<file path="src/rtl/asg_pkg.sv">
// Shared definitions for the alternating step generator: nibble width, FSM
// states and the single-step function used by both generator and decryptor.
package asg_pkg;

  localparam int NIB_W = 4;

  typedef enum logic [1:0] {
    UNSEEDED = 2'd0,
    RUN      = 2'd1,
    ERR      = 2'd2
  } asg_fsm_e;

  typedef struct packed {
    logic [NIB_W-1:0] ctrl;
    logic [NIB_W-1:0] l0;
    logic [NIB_W-1:0] l1;
    logic [NIB_W-1:0] ks;
  } asg_state_t;

  // Control LFSR always clocks; its feedback bit picks which data LFSR steps.
  // The keystream nibble is formed from the post-step data LFSR values.
  function automatic asg_state_t asg_step(input logic [NIB_W-1:0] ctrl,
                                          input logic [NIB_W-1:0] l0,
                                          input logic [NIB_W-1:0] l1);
    asg_state_t r;
    logic       fb;
    fb     = ctrl[0] ^ ctrl[1];
    r.ctrl = {fb, ctrl[NIB_W-1:1]};
    r.l0   = l0;
    r.l1   = l1;
    if (fb) begin
      r.l1 = {l1[1] ^ l1[0], l1[NIB_W-1:1]};
    end else begin
      r.l0 = {l0[1] ^ l0[0], l0[NIB_W-1:1]};
    end
    r.ks = r.l0 ^ r.l1;
    return r;
  endfunction

endpackage

</file>
<file path="src/rtl/asg_core.sv">
// Keystream register bank: control LFSR plus the two data LFSRs, with seed
// load and single-step enables. ks is the nibble produced by the pending step.
module asg_core
  import asg_pkg::*;
(
  input  logic             clock,
  input  logic             reset,
  input  logic             load,
  input  logic             step,
  input  logic [NIB_W-1:0] seed_ctrl,
  input  logic [NIB_W-1:0] seed_0,
  input  logic [NIB_W-1:0] seed_1,
  output logic [NIB_W-1:0] ks
);

  logic [NIB_W-1:0] ctrl;
  logic [NIB_W-1:0] l0;
  logic [NIB_W-1:0] l1;
  asg_state_t       nxt;

  always_comb begin
    nxt = asg_step(ctrl, l0, l1);
    ks  = nxt.ks;
  end

  // Load wins over step so a reseed never mixes with a keystream advance.
  always_ff @(posedge clock or posedge reset) begin
    if (reset) begin
      ctrl <= '0;
      l0   <= '0;
      l1   <= '0;
    end else if (load) begin
      ctrl <= seed_ctrl;
      l0   <= seed_0;
      l1   <= seed_1;
    end else if (step) begin
      ctrl <= nxt.ctrl;
      l0   <= nxt.l0;
      l1   <= nxt.l1;
    end
  end

endmodule

</file>
<file path="src/rtl/asg_stream_decryptor.sv">
// ASG stream decryptor: XORs each accepted ciphertext nibble with the next
// keystream nibble into a single-entry output register with valid/ready.
module asg_stream_decryptor
  import asg_pkg::*;
#(
  parameter int CNT_W = 16
) (
  input  logic             clock,
  input  logic             reset,
  input  logic             seed_load,
  input  logic [3:0]       seed_ctrl,
  input  logic [3:0]       seed_0,
  input  logic [3:0]       seed_1,
  input  logic             in_valid,
  output logic             in_ready,
  input  logic [3:0]       in_data,
  output logic             out_valid,
  input  logic             out_ready,
  output logic [3:0]       out_data,
  output logic             seed_err,
  output logic [CNT_W-1:0] nib_count
);

  asg_fsm_e   state_q;
  asg_fsm_e   state_d;
  logic       seeds_ok;
  logic       accept;
  logic [3:0] ks;

  assign seeds_ok = (seed_ctrl != '0) && (seed_0 != '0) && (seed_1 != '0);
  assign in_ready = (state_q == RUN) && (!out_valid || out_ready);
  assign accept   = in_valid && in_ready && !seed_load;
  assign seed_err = (state_q == ERR);

  always_ff @(posedge clock or posedge reset) begin
    if (reset) begin
      state_q <= UNSEEDED;
    end else begin
      state_q <= state_d;
    end
  end

  always_comb begin
    state_d = state_q;
    if (seed_load) begin
      state_d = seeds_ok ? RUN : ERR;
    end
  end

  asg_core u_core (
    .clock     (clock),
    .reset     (reset),
    .load      (seed_load),
    .step      (accept),
    .seed_ctrl (seed_ctrl),
    .seed_0    (seed_0),
    .seed_1    (seed_1),
    .ks        (ks)
  );

  // A reload discards any pending plaintext; out_data is left as-is since
  // it is only meaningful while out_valid is high.
  always_ff @(posedge clock or posedge reset) begin
    if (reset) begin
      out_valid <= 1'b0;
      out_data  <= '0;
      nib_count <= '0;
    end else if (seed_load) begin
      out_valid <= 1'b0;
      nib_count <= '0;
    end else if (accept) begin
      out_valid <= 1'b1;
      out_data  <= in_data ^ ks;
      nib_count <= nib_count + CNT_W'(1);
    end else if (out_valid && out_ready) begin
      out_valid <= 1'b0;
    end
  end

endmodule
</file>
<file path="config.mk">
export PLATFORM = sky130hd
export DESIGN_NAME = asg_stream_decryptor
export DESIGN_NICKNAME = d
export VERILOG_FILES = /design/src/rtl/asg_pkg.sv /design/src/rtl/asg_core.sv /design/src/rtl/asg_stream_decryptor.sv
export SDC_FILE = /design/constraint.sdc
export NUM_CORES = 1
export LEC_CHECK = 0
export CAP_MARGIN = 40
export CELL_PAD_IN_SITES_DETAIL_PLACEMENT = 0
export CELL_PAD_IN_SITES_GLOBAL_PLACEMENT = 1
export CORE_AREA = 2 2 75 77
export CTS_BUF_LIST = sky130_fd_sc_hd__clkbuf_16
export DETAILED_ROUTE_END_ITERATION = 8
export DIE_AREA = 0 0 77 79
export PLACE_DENSITY_LB_ADDON = 0.1
export SETUP_SLACK_MARGIN = 0.15
export SYNTH_ARGS = -nofsm -noshare
export SYNTH_HDL_FRONTEND = slang
export SYNTH_HIERARCHICAL = 1
export SYNTH_SLANG_ARGS = --single-unit
</file>
<file path="constraint.sdc">
create_clock -name clock -period 2.3 [get_ports clock]
set_clock_uncertainty 0.15 [all_clocks]
set_input_delay 0.46 -clock clock [delete_from_list [all_inputs] [get_ports clock]]
set_output_delay 0.46 -clock clock [all_outputs]
set_load 0.05 [all_outputs]
</file>
**Word-level counts from Yosys, hierarchy flattened**

Cells that the tools add are included.

- Bitwise operators: 6
- Reduce and logical (&&, ||, !) cells: 15
- $add $sub $neg: 1
- Eq/ne operators: 2
- Mux-type cells: 14

Operators with widths:

| kind | number |
|---|---|
| $mux 16 | 2 |
| $mux 4 | 8 |
| $add 16x1->16 const B | 1 |
| $reduce_bool 4->1 | 3 |
| $xor 4x4->4 | 2 |
| $logic_and 1x1->1 | 6 |
| $mux 1 | 3 |
| $reduce_bool 3->1 | 1 |
| $xor 1x1->1 | 3 |
| $eq 2x1->1 const B | 1 |
| $eq 2x2->1 const B | 1 |
| $logic_not 1->1 | 2 |
| $mux 2 | 1 |
| $reduce_and 2->1 | 1 |
| $reduce_bool 2->1 | 1 |
| $logic_or 1x1->1 | 1 |
| $not 1->1 | 1 |

- Output and inout port bits: 23
- Logic and storage cells: 45
- Register bits: 35

**Logic depth before layout (Yosys ltp)**

Gate-level depths: netlist (run 1).

- Word-level depth: 7
- Depth in mapped cells: 6
- Depth with buffers taken out: 6

**Cells and area by module**

The synthesis (run 1) kept the hierarchy.

Modules (own cells, without submodules):

| module | cells each | instances | area each (um^2) | sequential area each (um^2) |
|---|---|---|---|---|
| asg_stream_decryptor | 116 | 1 | 1,189.9 | 575.6 |
| asg_core | 81 | 1 | 750.7 | 300.3 |

**Worst setup path after synthesis (run 1)**

No wires, ideal clock.

- Path type: register to register
- Start: register nib_count[0]
- End: register nib_count[10]
- Required time: 2.072 ns
- Arrival time: 2.086 ns
- Clock period less this slack: 2.314 ns
- Slack: -0.014 ns
- Cell stages (with the launch flop): 7
- Cells stage by stage: dfrtp_1 > ha_1 > nand3_1 > or3_1 > buf_2 > or4_1 > a21oi_1

- Word-level cells in the longest chain between the ends: 3

Ends and longest elaborated chain:

| item | line | text |
|---|---|---|
| from (decl) | asg_stream_decryptor.sv:21 | `output logic [CNT_W-1:0] nib_count` |
| from (signal assigned) | asg_stream_decryptor.sv:74 | `nib_count <= nib_count + CNT_W'(1);` |
| $add 16x1->16 | asg_stream_decryptor.sv:74 |  |
| $mux 16 | asg_stream_decryptor.sv:71 | `end else if (accept) begin` |
| $mux 16 | asg_stream_decryptor.sv:68 | `end else if (seed_load) begin` |

No other way between the ends. The select of a mux whose other input is x is not followed.
A chain may end at the register's enable or synchronous reset.

**Final worst setup path (run 1)**

- Start: register nib_count[14]
- End: output port nib_count[14]

No word-level cell between the ends.

==> out/metrics.csv, run 1 <==
stage;metric;value;unit
synth;synthArstFlopShare;1.00;
cells_and_area;num-nets-final;275;
synth;synth_top_family_by_area;simple AND/OR/NAND/NOR gates;
grt;grt_pass1_wl;7780;um
run_status;status;completed;
timing;finalSetupViolations;0;
clocking;cts.htree.levels;2;
placed_design;port_buffers;43;
pwr;cellPowerDensity;706;nW/um^2
synth;synthDistinctLibCells;40;
job;drv_cap;0;
synth;synth_compound_area_frac;0.127;
pwr;p_leak;1.13;nW
timing;min_period_over_period;0.917;
placed_design;place_congestion;0.777;
synth;yosys.area_share.xor_xnor;0.103;
setup_path;max_stage_delay;0.83;ns
timing;fin_crit;2.11;ns
clocking;cts_root_buf;clkbuf_16;
die;boundaryPins;44;
cells_and_area;fill_cells;511;
drt;top_layer_used;met4;
die;core_area;5340;sq um
setup_path;slowest_stage;clkdlybuf4s50_1;
timing;rsz0062_at_grt;true;
drt;drt-vias-per-instance;5.15;
synth;avgSynthCellArea;9.85;sq um
cells_and_area;area_delta_synth_final;40.0;%
clocking;cts_tree;done;
cells_and_area;drive_gt1_frac;0.189;
synth;ys.warnings.count;6;
setup_path;criticalPathCategory;reg -> out;
synth;synth-simple-area-share;0.204;
grt;antenna_found_initial;0;
clocking;clk-insertion-delay-late;0.28;ns
die;rows;27;
grt;grt_pass1_vias;1665;
clocking;cts_hold_buf;0;
drt;wire_per_inst;14.1;um
setup_path;cp-end-kind;primary output;
timing;worstMarginPinSlew;0.521;ns
clocking;clock_path_buffers;2;
synth;synth_adder_area_share;0.00645;
pwr;peakVddDrop;0.512;mV
placed_design;hpwl;3450;um
timing;final_hold_viol_count;0;
timing;slew_headroom;0.649;
synth;syn_nets;219;
drt;wl_met2;2120;um
die;start_util;0.364;
setup_path;crit_family;buffers and inverters;
drt;drc_errors;0;
timing;drv_slew;0;
drt;dr.first_iter.drc_count;106;
die;dieHeight;79;um
timing;max_freq;0.474;GHz
synth;synth-edff-count;0;
grt;grt_max_degree;24;
setup_path;cp.required;1.69;ns
die;die_area;6080;sq um
setup_path;critPathMaxFanout;4;
synth;ys_seq_area_frac;0.451;
drt;wirelength_met1;2160;um
clocking;cts_buffers;5;
setup_path;path_cells;clkdlybuf4s50_1;
timing;fin_setup_tns;0;ns
synth;synthFlopType;dfrtp_1;
drt;dr_total_vias;1680;
synth;synthCells;197;
setup_path;cp-start-kind;flop;
drt;drtPass1Iterations;4;
placed_design;post-place-ws;-0.240;ns
die;die_width;77;um
drt;wl;4600;um
clocking;path_clk_slew;0.05;ns
clocking;numClockSinks;35;
grt;grt_use_total;0.159;
setup_path;worst-endpoint-arrival;1.50;ns
setup_path;critPathBufInv;1;
grt;grt_remaining_overflow;0;
synth;ys_ff_latch;35;
drt;ant_nets;0;
synth;netlist_area;1940;sq um
timing;worst_slack;0.191;ns
cells_and_area;antennaDiodeCount;0;
synth;synthMuxAreaShare;0.0606;
worst_hold_path;hold_class;reg -> reg;
drt;route.met3.wl;258;um
==> stage by stage <==
step	util	instance area (sq um)	cells	power, mW	hold slack (ns)
after floorplan	-	1950	197	1.10	0.175
after global placement	0.475	2540	317	1.28	0.339
after detailed placement	0.475	2540	317	1.30	0.345
after CTS	0.504	2690	325	1.94	0.357
after global routing	0.509	2720	326	2.01	0.369
final	0.509	2720	326	1.92	0.355
==> layout by cell type (no fill, tap or decap), types with 4 or more instances in the layout <==
cell type / n
dfrtp_1: 27
clkdlybuf4s50_1: 36
xor2_1: 12
nand2_1: 15
or4_1: 6
mux2i_1: 5
nor2b_1: 7
a221o_1: 5
clkbuf_16: 5
buf_4: 17
mux2_2: 6
o31ai_1: 6
a21oi_1: 9
o21ai_1: 6
inv_1: 11
nor4_1: 4
nand3_1: 6
xnor2_1: 9
dfrtp_2: 8
nor2_1: 12
==> cells by family (layout without fill, tap and decap cells) <==
family / Yosys count / after routing
AND/OR/NAND/NOR: 72 / 72
adder cells (fa/ha/maj): 1 / 1
XOR/XNOR: 22 / 22
flip-flops: 35 / 35
buffers and inverters: 20 / 77
multiplexers: 11 / 11
AO/OA/AOI/OAI: 36 / 36
==> per-layer routing <==
| layer | vias up | track usage |
|---|---|---|
| li1 | 818 | - |
| met4 | 0 | 0.0554 |
| met3 | 8 | 0.0330 |
| met5 | - | 0 |
| met1 | 800 | 0.219 |
| met2 | 54 | 0.252 |
==> registers in the layout, summed over array words and instances, names as in the netlist <==
signal       cells
u_core/l0        4
out_data         4
nib_count       16
u_core/ctrl      4
u_core/l1        4
state_q          2
out_valid        1
==> cells in the mapped netlist, drive strengths merged, types with 4 or more instances <==
master  count  share of area
a21oi      10          0.026
a221o       5          0.026
buf         7          0.023
dfrtp      35           0.45
inv        10          0.019
mux2        6          0.035
mux2i       5          0.026
nand2      15          0.029
nand3       6          0.015
nor2       14          0.027
nor2b       7          0.023
nor4        6          0.019
o21ai       8          0.021
o31ai       6          0.023
or3         4          0.013
or4         6          0.023
xnor2       9          0.041
xor2       13          0.063
==> repair_timing <==
item | in CTS | in global routing
gates cloned | 0 | 0
buffers inserted | 0 | 1
endpoints found under the setup margin | 10 | 16
gates resized for setup | 6 | 6
pin swaps | 0 | 1
==> report_power, final <==
group	switching, mW	internal, mW
Sequential	0.0526	0.682
Clock	0.241	0.391
Combinational	0.314	0.238
Total	0.608	1.31
==> cell type report <==
type | instances | area, sq um | area share
multi-input cells | 142 | 1000 | 0.369
flip-flops and latches | 35 | 886 | 0.326
repair buffers | 59 | 563 | 0.207
clock buffers | 5 | 125 | 0.0460
well taps | 72 | 90.1 | 0.0331
inverters | 10 | 37.5 | 0.0138
clock inverters | 3 | 12.5 | 0.00460
==> worst paths after layout <==
check / from / to / slack, ns / depth (start not counted)
setup / recovery: nib_count[14] / nib_count[14] / 0.19 / 1
hold / removal: out_data[2] / out_data[2] / 0.35 / 1
setup reg to reg: nib_count[0] / nib_count[14] / 0.35 / 5
hold reg to reg: out_data[2] / out_data[2] / 0.35 / 1
max in group asynchronous: reset / u_core/l0[0] / 1.31 / 2
min in group asynchronous: reset / u_core/ctrl[2] / 0.36 / 2
Power figures use the tool's default switching activity.
==> run 2: changes to the inputs <==
--- a/config.mk
+++ b/config.mk
@@ -8,10 +8,11 @@
 export CAP_MARGIN = 40
 export CELL_PAD_IN_SITES_DETAIL_PLACEMENT = 0
 export CELL_PAD_IN_SITES_GLOBAL_PLACEMENT = 1
-export CORE_AREA = 2 2 75 77
+export CORE_AREA = 2 2 92 94
 export CTS_BUF_LIST = sky130_fd_sc_hd__clkbuf_16
+export CTS_CLUSTER_DIAMETER = 200
 export DETAILED_ROUTE_END_ITERATION = 8
-export DIE_AREA = 0 0 77 79
+export DIE_AREA = 0 0 94 96
 export PLACE_DENSITY_LB_ADDON = 0.1
 export SETUP_SLACK_MARGIN = 0.15
 export SYNTH_ARGS = -nofsm -noshare
==> out/metrics.csv, run 2 (synthesis results as in run 1) <==
stage;metric;value;unit
run_status;status;completed;
pwr;peakVddDrop;0.271;mV
grt;grt_use_total;0.121;
die;die_area;9020;sq um
setup_path;crit_family;buffers and inverters;
setup_path;slowest_stage;clkdlybuf4s50_1;
die;die_width;94;um
die;core_area;8050;sq um
pwr;p_total;1.92;mW
timing;max_freq;0.475;GHz
setup_path;cp-start-kind;flop;
setup_path;timing.rr.start;nib_count[0];
grt;grt_remaining_overflow;0;
drt;ant_nets;0;
drt;drt-vias-per-instance;4.59;
clocking;cts_hold_buf;0;
drt;wire_per_inst;14.0;um
clocking;clk-insertion-delay-late;0.28;ns
grt;antenna_found_initial;0;
setup_path;critPathMaxFanout;4;
timing;fin_crit;2.10;ns
cells_and_area;fin_cells;358;
pwr;p_leak;1.19;nW
clocking;cts_tree;done;
setup_path;cp.required;1.69;ns
die;rows;33;
timing;rsz0062_at_grt;true;
placed_design;port_buffers;43;
pwr;intPower;1.30;mW
grt;grt_pass1_vias;1618;
drt;dr.first_iter.drc_count;24;
timing;whs;0.349;ns
cells_and_area;num-nets-final;274;
timing;slew_headroom;0.641;
clocking;cts_buffers;5;
setup_path;ff2ff_setup_slack;0.33;ns
timing;worstMarginPinSlew;0.538;ns
clocking;cts_root_buf;clkbuf_16;
setup_path;r2r-end;nib_count[12];
pwr;comb_power_share;0.282;
drt;drtPass1Iterations;4;
cells_and_area;area_delta_synth_final;42.7;%
placed_design;post-place-ws;-0.289;ns
setup_path;path_cells;clkdlybuf4s50_1;
clocking;path_clk_slew;0.06;ns
placed_design;place_area;2580;sq um
pwr;cellPowerDensity;694;nW/um^2
pwr;pwr-share-clk;0.334;
cells_and_area;layout_commonest_cell;clkdlybuf4s50_1;
placed_design;place_inst;349;
setup_path;max_stage_delay;0.83;ns
timing;final_hold_viol_count;0;
drt;dr_total_vias;1644;
timing;min_period_over_period;0.915;
grt;grt_max_degree;37;
clocking;cts.htree.levels;2;
setup_path;cp-end-kind;primary output;
timing;fin_setup_tns;0;ns
pwr;switchingPower;0.619;mW
clocking;numClockSinks;35;
cells_and_area;drive_gt1_frac;0.178;
timing;worst_slack;0.196;ns
cells_and_area;layout_common_cells;clkdlybuf4s50_1, dfrtp_1, nand2_1, buf_4, nor2_1;
setup_path;criticalPathCategory;reg -> out;
job;drv_cap;0;
die;boundaryPins;44;
setup_path;reg2reg_depth;5;
placed_design;hpwl;3660;um
cells_and_area;fin_area;2770;sq um
cells_and_area;final_util;0.344;
grt;grt_pass1_wl;8380;um
die;start_util;0.241;
clocking;clock_path_buffers;2;
pwr;pwr-share-seq;0.383;
worst_hold_path;hold_class;in -> async;
drt;wl;5020;um
cells_and_area;antennaDiodeCount;0;
drt;drc_errors;0;
placed_design;place_congestion;0.763;
pwr;swShare;0.322;
setup_path;critPathBufInv;1;
cells_and_area;largest_reg_flops;16;
cells_and_area;largest-register;nib_count;
timing;finalSetupViolations;0;
die;dieHeight;96;um
setup_path;worst-endpoint-arrival;1.49;ns
timing;drv_slew;0;
run 2: cell types whose count changed in the layout (fill, tap and decap cells not counted), sizes merged:
cell / delta
clkdlybuf4s50: -2
dlymetal6s2s: +2
buf: -1
clkinv: -1
inv: +1
run 2: worst max-delay path by stage:
stage | startpoint | endpoint | cells past startpoint
after detailed placement | in_valid | nib_count[15] | 5
after global placement | in_valid | nib_count[15] | 5
after CTS | in_valid | nib_count[15] | 5
final | nib_count[11] | nib_count[11] | 1
after floorplan | nib_count[0] | nib_count[10] | 6
after global routing | out_ready | in_ready | 5
run 2: routing by layer:
layer  wire length, um  GRT usage  vias up  part of all wire
li1                  -          -      817                 -
met4                63     0.0399        0             0.013
met5                 0          0        -                 0
met2              2190      0.182       36              0.44
met1              2530      0.169      785              0.50
met3               238     0.0313        6             0.047
run 2: layout make-up:
class | instances | area [sq um]
Timing Repair Buffer | 58 | 573
Fill cell | 821 | 5280
Multi-Input combinational cell | 142 | 1000
Tap cell | 105 | 131
Clock buffer | 5 | 125
Inverter | 10 | 37.5
Sequential cell | 35 | 886
Clock inverter | 3 | 12.5
run 2: power by group through the flow:
stage	clock network [mW]	logic (mW)	registers, mW
floorplan	0	0.222	0.876
detailed placement	0	0.550	0.750
finish	0.643	0.543	0.737
CTS	0.663	0.550	0.739
global placement	0	0.549	0.749
global route	0.697	0.589	0.748
run 2: repair_timing:
item                                    in CTS  in global routing
resized for setup                            4                  9
endpoints found under the setup margin       8                 13
setup buffers                                0                  1
pin swaps                                    0                  3
==> run 3: changes to the inputs <==
--- a/config.mk
+++ b/config.mk
@@ -19,3 +19,4 @@
 export SYNTH_HDL_FRONTEND = slang
 export SYNTH_HIERARCHICAL = 1
 export SYNTH_SLANG_ARGS = --single-unit
+export TNS_END_PERCENT = 5
==> out/metrics.csv, run 3 (synthesis results as in run 1) <==
stage;metric;value;unit
run_status;status;completed;
setup_path;critPathBufInv;1;
clocking;cts_buffers;5;
placed_design;port_buffers;43;
drt;dr.first_iter.drc_count;75;
clocking;cts.htree.levels;2;
worst_hold_path;worstHoldPathCells;1;
timing;whs;0.362;ns
worst_hold_path;min_from;out_data[0];
clocking;cts_hold_buf;0;
timing;fin_crit;2.17;ns
die;die_area;9020;sq um
setup_path;path_cells;clkdlybuf4s50_1;
clocking;clock_path_buffers;2;
cells_and_area;drive_gt1_frac;0.149;
cells_and_area;area_delta_synth_final;40.9;%
pwr;switchingPower;0.606;mW
pwr;cellPowerDensity;698;nW/um^2
worst_hold_path;whs_endpoint;out_data[0];
placed_design;place_congestion;0.716;
pwr;comb_power_share;0.285;
setup_path;max_stage_delay;0.84;ns
pwr;pwr-share-clk;0.330;
drt;dr_total_vias;1621;
setup_path;timing.rr.start;nib_count[3];
drt;drc_errors;0;
setup_path;cp-start-kind;flop;
drt;top_layer_used;met4;
cells_and_area;largest_reg_flops;16;
die;rows;33;
die;start_util;0.241;
setup_path;ff2ff_setup_slack;0.36;ns
setup_path;criticalPathCategory;reg -> out;
cells_and_area;antennaDiodeCount;0;
timing;rsz0062_at_grt;true;
setup_path;r2r-end;nib_count[15];
worst_hold_path;hold_class;reg -> reg;
setup_path;slowest_stage;clkdlybuf4s50_1;
grt;grt_pass1_wl;7930;um
pwr;intPower;1.30;mW
pwr;swShare;0.317;
timing;finalSetupViolations;0;
die;boundaryPins;44;
setup_path;cp-end-kind;primary output;
clocking;path_clk_slew;0.05;ns
timing;final_hold_viol_count;0;
cells_and_area;layout_common_cells;clkdlybuf4s50_1, dfrtp_1, buf_4, nand2_1, nor2_1;
clocking;cts_tree;done;
placed_design;place_area;2580;sq um
timing;min_period_over_period;0.942;
cells_and_area;layout_commonest_cell;clkdlybuf4s50_1;
grt;grt_remaining_overflow;0;
setup_path;critPathMaxFanout;6;
drt;wl_met2;2090;um
placed_design;hpwl;3620;um
drt;wirelength_met1;2420;um
grt;grt_pass1_vias;1590;
clocking;cts_root_buf;clkbuf_16;
pwr;p_leak;1.12;nW
die;dieHeight;96;um
clocking;clk-insertion-delay-late;0.27;ns
timing;drv_slew;0;
drt;wl;4730;um
cells_and_area;num-nets-final;276;
timing;max_freq;0.461;GHz
drt;drtPass1Iterations;4;
cells_and_area;fin_area;2740;sq um
setup_path;reg2reg_depth;4;
setup_path;crit_family;buffers and inverters;
drt;ant_nets;0;
drt;wire_per_inst;13.1;um
timing;slew_headroom;0.665;
setup_path;cp.required;1.69;ns
setup_path;worst-endpoint-arrival;1.56;ns
timing;worstMarginPinSlew;0.502;ns
cells_and_area;largest-register;nib_count;
clocking;numClockSinks;35;
setup_path;crit_cells;1;
pwr;peakVddDrop;0.303;mV
die;core_area;8050;sq um
grt;grt_use_total;0.113;
die;die_width;94;um
timing;fin_setup_tns;0;ns
grt;antenna_found_initial;0;
cells_and_area;final_util;0.340;
job;drv_cap;0;
pwr;pwr-share-seq;0.386;
drt;route.met3.wl;178;um
pwr;p_total;1.91;mW
grt;grt_max_degree;31;
drt;drt-vias-per-instance;4.50;
## run 3: cell count changes in the layout (fill, tap and decap cells not counted), sizes merged
cell | before | now
buf | 17 | 19
dlygate4sd2 | 2 | 0
dlymetal6s2s | 5 | 1
clkdlybuf4s50 | 34 | 40
## run 3: cell type report
class	instances	area (sq um)
timing repair buffer	60	568
tap	105	131
clock inverter	3	12.5
clock buffer	5	125
sequential	35	878
multi-input combinational	142	982
fill	835	5320
inverter	10	37.5
## run 3: worst max-delay path by stage
stage / startpoint / endpoint / slack (ns)
floorplan: nib_count[3] / nib_count[15] / 0.07
global placement: in_valid / nib_count[15] / -0.20
detailed placement: in_valid / nib_count[15] / -0.22
CTS: nib_count[3] / nib_count[3] / 0.11
global route: in_valid / u_core/l0[2] / 0.06
finish: nib_count[3] / nib_count[3] / 0.13
## run 3: per-layer routing
metal / up-vias / GRT usage
met5: - / 0
met4: 0 / 0.0350
met3: 6 / 0.0329
met2: 28 / 0.167
met1: 769 / 0.160
li1: 818 / -
## run 3: per-stage QoR
step                      setup WS, ns  cells
after CTS                        0.111    360
after floorplan                 0.0663    197
after detailed placement        -0.218    352
after global routing            0.0627    360
after global placement          -0.204    352
final                            0.133    360
## run 3: repair_timing
item | CTS | global route
buffers inserted | 0 | 0
gates resized for setup | 2 | 1
setup endpoints to repair | 9 | 21
## run 3: worst register-to-register path, stage by stage, from the launching register on
cell	delay, ns
dfrtp_1	0.44
nand4_1	0.16
or2_2	0.42
nor4_1	0.29
mux2_2	0.37
## run 3: power groups by stage
stage | clock network (mW) | registers (mW) | logic [mW]
CTS | 0.656 | 0.739 | 0.550
finish | 0.630 | 0.737 | 0.544
detailed placement | 0 | 0.749 | 0.549
global placement | 0 | 0.748 | 0.551
global route | 0.684 | 0.750 | 0.589
floorplan | 0 | 0.876 | 0.222
